`config.mk`:
```
export PLATFORM = sky130hd
export DESIGN_NAME = weight_update_feeder
export DESIGN_NICKNAME = d
export VERILOG_FILES = /design/src/rtl/weight_update_feeder.sv
export SDC_FILE = /design/constraint.sdc
export NUM_CORES = 1
export LEC_CHECK = 0
export CORE_ASPECT_RATIO = 1.75
export CORE_MARGIN = 3
export CORE_UTILIZATION = 40
export DETAILED_ROUTE_END_ITERATION = 8
export PLACE_DENSITY = 0.69
export SYNTH_ARGS = -nofsm -noshare
export SYNTH_HDL_FRONTEND = slang
export SYNTH_SLANG_ARGS = --single-unit
export TNS_END_PERCENT = 20
```
`constraint.sdc`:
```
create_clock -name clk -period 4.73 [get_ports clk]
set_clock_uncertainty 0.15 [all_clocks]
set_input_delay 0.473 -clock clk [delete_from_list [all_inputs] [get_ports clk]]
set_output_delay 0.473 -clock clk [all_outputs]
set_load 0.05 [all_outputs]
```
`src/rtl/weight_update_feeder.sv`:
```
// Fetches float16 kernels one at a time from a source memory and packs PARA_KERNEL
// of them per weight-RAM slice, driving the conv engine's weight write interface.
module weight_update_feeder #(
  parameter int unsigned DATA_WIDTH              = 16,
  parameter int unsigned KERNEL_SIZE_MAX         = 3,
  parameter int unsigned PARA_KERNEL             = 2,
  parameter int unsigned WEIGHT_WRITE_ADDR_WIDTH = 10,
  parameter int unsigned SRC_ADDR_WIDTH          = 16,
  parameter int unsigned UPDATE_SLICES           = 2,
  parameter int unsigned SLICE_CNT_WIDTH         = 8
) (
  input  logic                                                                 clk,
  input  logic                                                                 rst,
  input  logic                                                                 load_start,
  input  logic [WEIGHT_WRITE_ADDR_WIDTH-1:0]                                   load_addr,
  input  logic [SLICE_CNT_WIDTH-1:0]                                           load_slices,
  input  logic [SRC_ADDR_WIDTH-1:0]                                            load_src_addr,
  input  logic                                                                 update_weight_ram,
  input  logic [WEIGHT_WRITE_ADDR_WIDTH*PARA_KERNEL-1:0]                       update_weight_ram_addr,
  output logic                                                                 src_rd_req,
  output logic [SRC_ADDR_WIDTH-1:0]                                            src_rd_addr,
  input  logic                                                                 src_rd_valid,
  input  logic [KERNEL_SIZE_MAX*KERNEL_SIZE_MAX*DATA_WIDTH-1:0]                src_rd_data,
  output logic [KERNEL_SIZE_MAX*KERNEL_SIZE_MAX*PARA_KERNEL*DATA_WIDTH-1:0]    weight_data,
  output logic [WEIGHT_WRITE_ADDR_WIDTH*PARA_KERNEL-1:0]                       write_weight_data_addr,
  output logic                                                                 weight_data_done,
  output logic                                                                 busy
);

  localparam int unsigned K2  = KERNEL_SIZE_MAX * KERNEL_SIZE_MAX;
  localparam int unsigned KW  = K2 * DATA_WIDTH;
  localparam int unsigned SW  = KW * PARA_KERNEL;
  localparam int unsigned AW  = WEIGHT_WRITE_ADDR_WIDTH;
  localparam int unsigned WAW = WEIGHT_WRITE_ADDR_WIDTH * PARA_KERNEL;
  localparam int unsigned SAW = SRC_ADDR_WIDTH;
  localparam int unsigned SCW = SLICE_CNT_WIDTH;
  localparam int unsigned BW  = (PARA_KERNEL > 1) ? $clog2(PARA_KERNEL) : 1;

  typedef enum logic [1:0] {S_IDLE, S_REQ, S_WAIT, S_FINISH} state_e;

  state_e         state_q, state_d;
  logic [SAW-1:0] ptr_q, ptr_d;
  logic [AW-1:0]  base_q, base_d;
  logic [SCW-1:0] count_q, count_d;
  logic [SCW-1:0] slice_q, slice_d;
  logic [BW-1:0]  beat_q, beat_d;
  logic [SW-1:0]  stage_q, stage_d;
  logic [SW-1:0]  wdata_q, wdata_d;
  logic [AW-1:0]  waddr_q, waddr_d;
  logic           done_q, done_d;
  logic           busy_q, busy_d;
  logic           req_q, req_d;
  logic [SAW-1:0] raddr_q, raddr_d;
  logic           pend_q, pend_d;
  logic           upd_q;
  logic           fin_q, fin_d;
  logic           start_c;
  logic           upd_edge_c;
  logic           unused_upd_addr;

  assign unused_upd_addr = ^(update_weight_ram_addr >> AW);
  assign upd_edge_c      = update_weight_ram & ~upd_q;

  // Next-state logic: trigger arbitration, request sequencing and slice commit
  always_comb begin
    state_d = state_q;
    ptr_d   = ptr_q;
    base_d  = base_q;
    count_d = count_q;
    slice_d = slice_q;
    beat_d  = beat_q;
    stage_d = stage_q;
    wdata_d = wdata_q;
    waddr_d = waddr_q;
    done_d  = done_q;
    busy_d  = busy_q;
    fin_d   = fin_q;
    req_d   = 1'b0;
    raddr_d = raddr_q;
    pend_d  = pend_q | upd_edge_c;
    start_c = 1'b0;

    case (state_q)
      S_IDLE: begin
        if (load_start && (load_slices != '0)) begin
          base_d  = load_addr;
          count_d = load_slices;
          ptr_d   = load_src_addr;
          start_c = 1'b1;
        end else if (pend_d) begin
          base_d  = update_weight_ram_addr[AW-1:0];
          count_d = SCW'(UPDATE_SLICES);
          pend_d  = 1'b0;
          start_c = 1'b1;
        end
        if (start_c) begin
          state_d = S_REQ;
          slice_d = '0;
          beat_d  = '0;
          busy_d  = 1'b1;
          done_d  = 1'b0;
        end
      end
      S_REQ: begin
        ptr_d   = ptr_q + SAW'(1);
        state_d = S_WAIT;
      end
      S_WAIT: begin
        if (src_rd_valid) begin
          for (int k = 0; k < int'(PARA_KERNEL); k++) begin
            if (beat_q == BW'(k)) stage_d[k*KW +: KW] = src_rd_data;
          end
          if (beat_q != BW'(PARA_KERNEL - 1)) begin
            beat_d  = beat_q + BW'(1);
            state_d = S_REQ;
          end else begin
            wdata_d = stage_d;
            waddr_d = base_q + AW'(slice_q);
            beat_d  = '0;
            slice_d = slice_q + SCW'(1);
            if (slice_q == count_q - SCW'(1)) begin
              state_d = S_FINISH;
              fin_d   = 1'b0;
            end else begin
              state_d = S_REQ;
            end
          end
        end
      end
      S_FINISH: begin
        // One extra hold cycle with done low before completion is flagged
        if (!fin_q) begin
          fin_d = 1'b1;
        end else begin
          fin_d   = 1'b0;
          done_d  = 1'b1;
          busy_d  = 1'b0;
          state_d = S_IDLE;
        end
      end
      default: state_d = S_IDLE;
    endcase

    if (state_d == S_REQ) begin
      req_d   = 1'b1;
      raddr_d = ptr_d;
    end
  end

  // State and output registers
  always_ff @(posedge clk) begin
    if (rst) begin
      state_q <= S_IDLE;
      ptr_q   <= '0;
      base_q  <= '0;
      count_q <= '0;
      slice_q <= '0;
      beat_q  <= '0;
      stage_q <= '0;
      wdata_q <= '0;
      waddr_q <= '0;
      done_q  <= 1'b0;
      busy_q  <= 1'b0;
      req_q   <= 1'b0;
      raddr_q <= '0;
      pend_q  <= 1'b0;
      upd_q   <= 1'b0;
      fin_q   <= 1'b0;
    end else begin
      state_q <= state_d;
      ptr_q   <= ptr_d;
      base_q  <= base_d;
      count_q <= count_d;
      slice_q <= slice_d;
      beat_q  <= beat_d;
      stage_q <= stage_d;
      wdata_q <= wdata_d;
      waddr_q <= waddr_d;
      done_q  <= done_d;
      busy_q  <= busy_d;
      req_q   <= req_d;
      raddr_q <= raddr_d;
      pend_q  <= pend_d;
      upd_q   <= update_weight_ram;
      fin_q   <= fin_d;
    end
  end

  assign src_rd_req             = req_q;
  assign src_rd_addr            = raddr_q;
  assign weight_data            = wdata_q;
  assign write_weight_data_addr = WAW'(waddr_q);
  assign weight_data_done       = done_q;
  assign busy                   = busy_q;

endmodule

```
==> run metrics <==
Antenna Violating Nets Remaining=0; fin worst setup slack=1665 ps; Static Leakage=8.593 nW; register-to-register setup slack=1670 ps; vias=17350; cells along the critical path=inv_1, ha_1, nand2b_1, a311oi_1, o2111a_1, o21a_1, mux2_2; Total GRT Usage=22.43%; Top FF cell, synth=dfxtp_1; GP Congestion=0.9023; dpl ws=1261 ps; top cells by area, synth=dfxtp_1, nand2_1, a21oi_1; max incr delay on CP=710 ps; Post-synth EDFFs=0; Post-CTS Resized=0; Area Growth Syn to Fin=36.15%; CTS Buf Count=47; I/O Pins=530; Clk pwr share=41.8%; Final Max Slew Viols=0; dpl hpwl=40760 um; vias in the first global route=16700; largest net degree at the start of global routing=186; CP Buf/Inv Count=1; Int Power=6.847 mW; Synth top cells by count=nand2_1, dfxtp_1, a21oi_1, clkbuf_1, nor2_1; Starting Density=40.73%; mapped cell area=0.01887 mm^2; routed vias/inst=5.138; slowest library cell on the worst path=o21a_1; Peak Freq=326.3 MHz; warnings from Yosys=0; P_sw=2.167 mW; final worst-path cycle share=64.79%; htree depth=2; largest buffer count on any clock path=3; RSZ-0062 raised after global routing=false; Sinks on Clock Net=509; Comb power frac=8.7%; Port Buffers=509; sequential share of power=49.5%; CP required=5010 ps; R2R cell count=7; hold_sp=rst; Root Buffer=clkbuf_16; Sw Share=24.04%; Crit. End Element=flip-flop; CTS tree=done; fin nets=2973; Mapped Cells=2365; global-route wire length before repair=90940 um; relative slew slack=28.48%; R2R Path Start=count_q[0]$_SDFFE_PP0P_; Synth top area share=54.01%; core area=0.04632 mm^2; leading area contributor after synthesis=dfxtp_1; Site Rows=104; number of remaining DRC errors=0; Clk pin slew, worst setup/hold paths=70 ps; worst vdd ir=0.3205 mV; kind of critical path=reg2reg; Post-CTS Setup Repair Bufs=0; Hold EP=weight_data[1]$_SDFFE_PP0P_; setup TNS=0 ps; Pre-antenna DRT Iters=7; count leader, synth=nand2_1; Worst Path Arrival=3340 ps; Syn Area/Cell=7.978 um^2; DRT iter0 DRCs=1124; crit path max fanout=17; PwrDens=350.9 mW/mm^2; Die X=170.2 um; share of cells above drive strength 1=4.335%; CP delay by family, top=compound AO/OA/AOI/OAI gates; Yosys reg bits=509; Cell variety after synth=62; GRT overflow=0; Final Instance Area=0.02569 mm^2; Critical Path Start Type=flip-flop; sequential fraction of the synthesis area=54.01%; Worst Hold Path Cells=2; die area=0.04992 mm^2; initial antenna violation count=3; Period minus WS final=3065 ps; outcome=finished, final reports clean; Worst-Skew Late Latency=550 ps; count of final setup violators=0; Async SR Flop Fraction=0%; max_cap viols=0; WL/cell=17.48 um; worst-margin pin slew=1073 ps; final wirelength=59010 um; Die H=293.3 um; Worst R2R End=src_rd_addr[4]$_SDFFE_PP0N_; Post-DP Area=0.02417 mm^2; Min-Delay Path Class=in2reg; fin util=55.45%; CTS hold repair buffers=0; final hold violations=0
-- worst reg2reg max path, delay by kind of cell (launching register included) --
| family | cells | cell delay [ps] |
|---|---|---|
| muxes | 1 | 430 |
| AOI/OAI and AO/OA | 3 | 1420 |
| DFF | 1 | 420 |
| adders and majority gates | 1 | 260 |
| buffers and inverters | 1 | 70 |
| and+or+nand+nor | 1 | 180 |
-- power by group through the flow --
| stage | sequential (mW) | combinational, mW | clock, mW |
|---|---|---|---|
| 6_report | 4.46 | 0.787 | 3.77 |
| 5_1_grt | 4.47 | 0.852 | 4.02 |
| 4_1_cts | 4.46 | 0.790 | 3.88 |
| 3_5_place_dp | 4.55 | 0.786 | 0 |
| 3_3_place_gp | 4.55 | 0.775 | 0 |
| 2_1_floorplan | 4.60 | 0.405 | 0 |
-- logic make-up (layout without fill, tap and decap cells) --
logic type | Yosys count | in the layout | share of synthesized area [%]
AO/OA/AOI/OAI | 535 | 535 | 15.34
XOR/XNOR | 20 | 20 | 0.9284
adder cells (fa/ha/maj) | 12 | 12 | 0.8355
buffers and inverters | 205 | 622 | 4.735
flip-flops | 509 | 509 | 54.01
multiplexers | 26 | 26 | 1.519
other | 1 | 12 | 0.01987
AND/OR/NAND/NOR | 1057 | 1057 | 22.62
-- routing by layer --
| metal | share of wire (%) | track usage (%) |
|---|---|---|
| met5 | 0.022 | 0 |
| met1 | 37 | 24.87 |
| met3 | 6.1 | 4.294 |
| met4 | 5.3 | 11.27 |
| met2 | 52 | 40.46 |
-- registers in the layout, summed over array words and instances, names as in the netlist, 2 cells and up --
register	flops
ptr_q	16
waddr_q	10
src_rd_addr	16
state_q	2
stage_q	144
base_q	10
count_q	8
weight_data	288
slice_q	8
-- final cells by class --
type / count / area (um^2)
Tap cell: 583 / 729.5
Antenna cell: 2 / 5.005
Multi-Input combinational cell: 1660 / 7850
Fill cell: 4256 / 20640
Clock buffer: 65 / 1334
Inverter: 14 / 52.55
Sequential cell: 509 / 10190
Clock inverter: 17 / 175.2
Timing Repair Buffer: 526 / 5353
-- per-stage QoR --
| step | hold slack [ps] | power, mW | cells |
|---|---|---|---|
| final | 258.1 | 9.015 | 3376 |
| after global routing | 295.4 | 9.341 | 3376 |
| after CTS | 245.4 | 9.125 | 3374 |
| after detailed placement | 292.4 | 5.339 | 3292 |
| after global placement | 285.2 | 5.325 | 3292 |
| after floorplan | 282.2 | 5.005 | 2374 |
-- worst max-delay path by stage --
stage / startpoint / endpoint / slack, ps / cells past startpoint
detailed placement: load_slices[4] / src_rd_addr[4]$_SDFFE_PP0N_ / 1260 / 7
CTS: count_q[0]$_SDFFE_PP0P_ / src_rd_addr[4]$_SDFFE_PP0N_ / 1630 / 7
global placement: load_slices[4] / src_rd_addr[4]$_SDFFE_PP0N_ / 1330 / 7
global route: count_q[0]$_SDFFE_PP0P_ / src_rd_addr[4]$_SDFFE_PP0N_ / 1480 / 8
floorplan: count_q[0]$_SDFFE_PP0P_ / src_rd_addr[10]$_SDFFE_PP0N_ / 2330 / 9
finish: count_q[0]$_SDFFE_PP0P_ / src_rd_addr[4]$_SDFFE_PP0N_ / 1670 / 7
-- cell usage in the layout, fill, tap and decap left out, types with 9 or more instances in the layout --
cell type        Yosys  final
nand4_1             10     10
clkbuf_16            0     47
nand2_1            890    890
buf_12               0     10
dfxtp_1            509    509
mux2i_1             11     11
nand3_1             27     26
clkbuf_8             0      9
clkinv_2             0      9
xnor2_1             12     12
a21oi_1            463    462
a211oi_1            19     19
ha_1                11     11
clkbuf_1           127      9
inv_1               14     14
conb_1               1     10
nor2b_1             20     20
nor3_1              11     11
nor2_1              53     52
clkdlybuf4s50_1      0    508
Power figures use the tool's default switching activity.
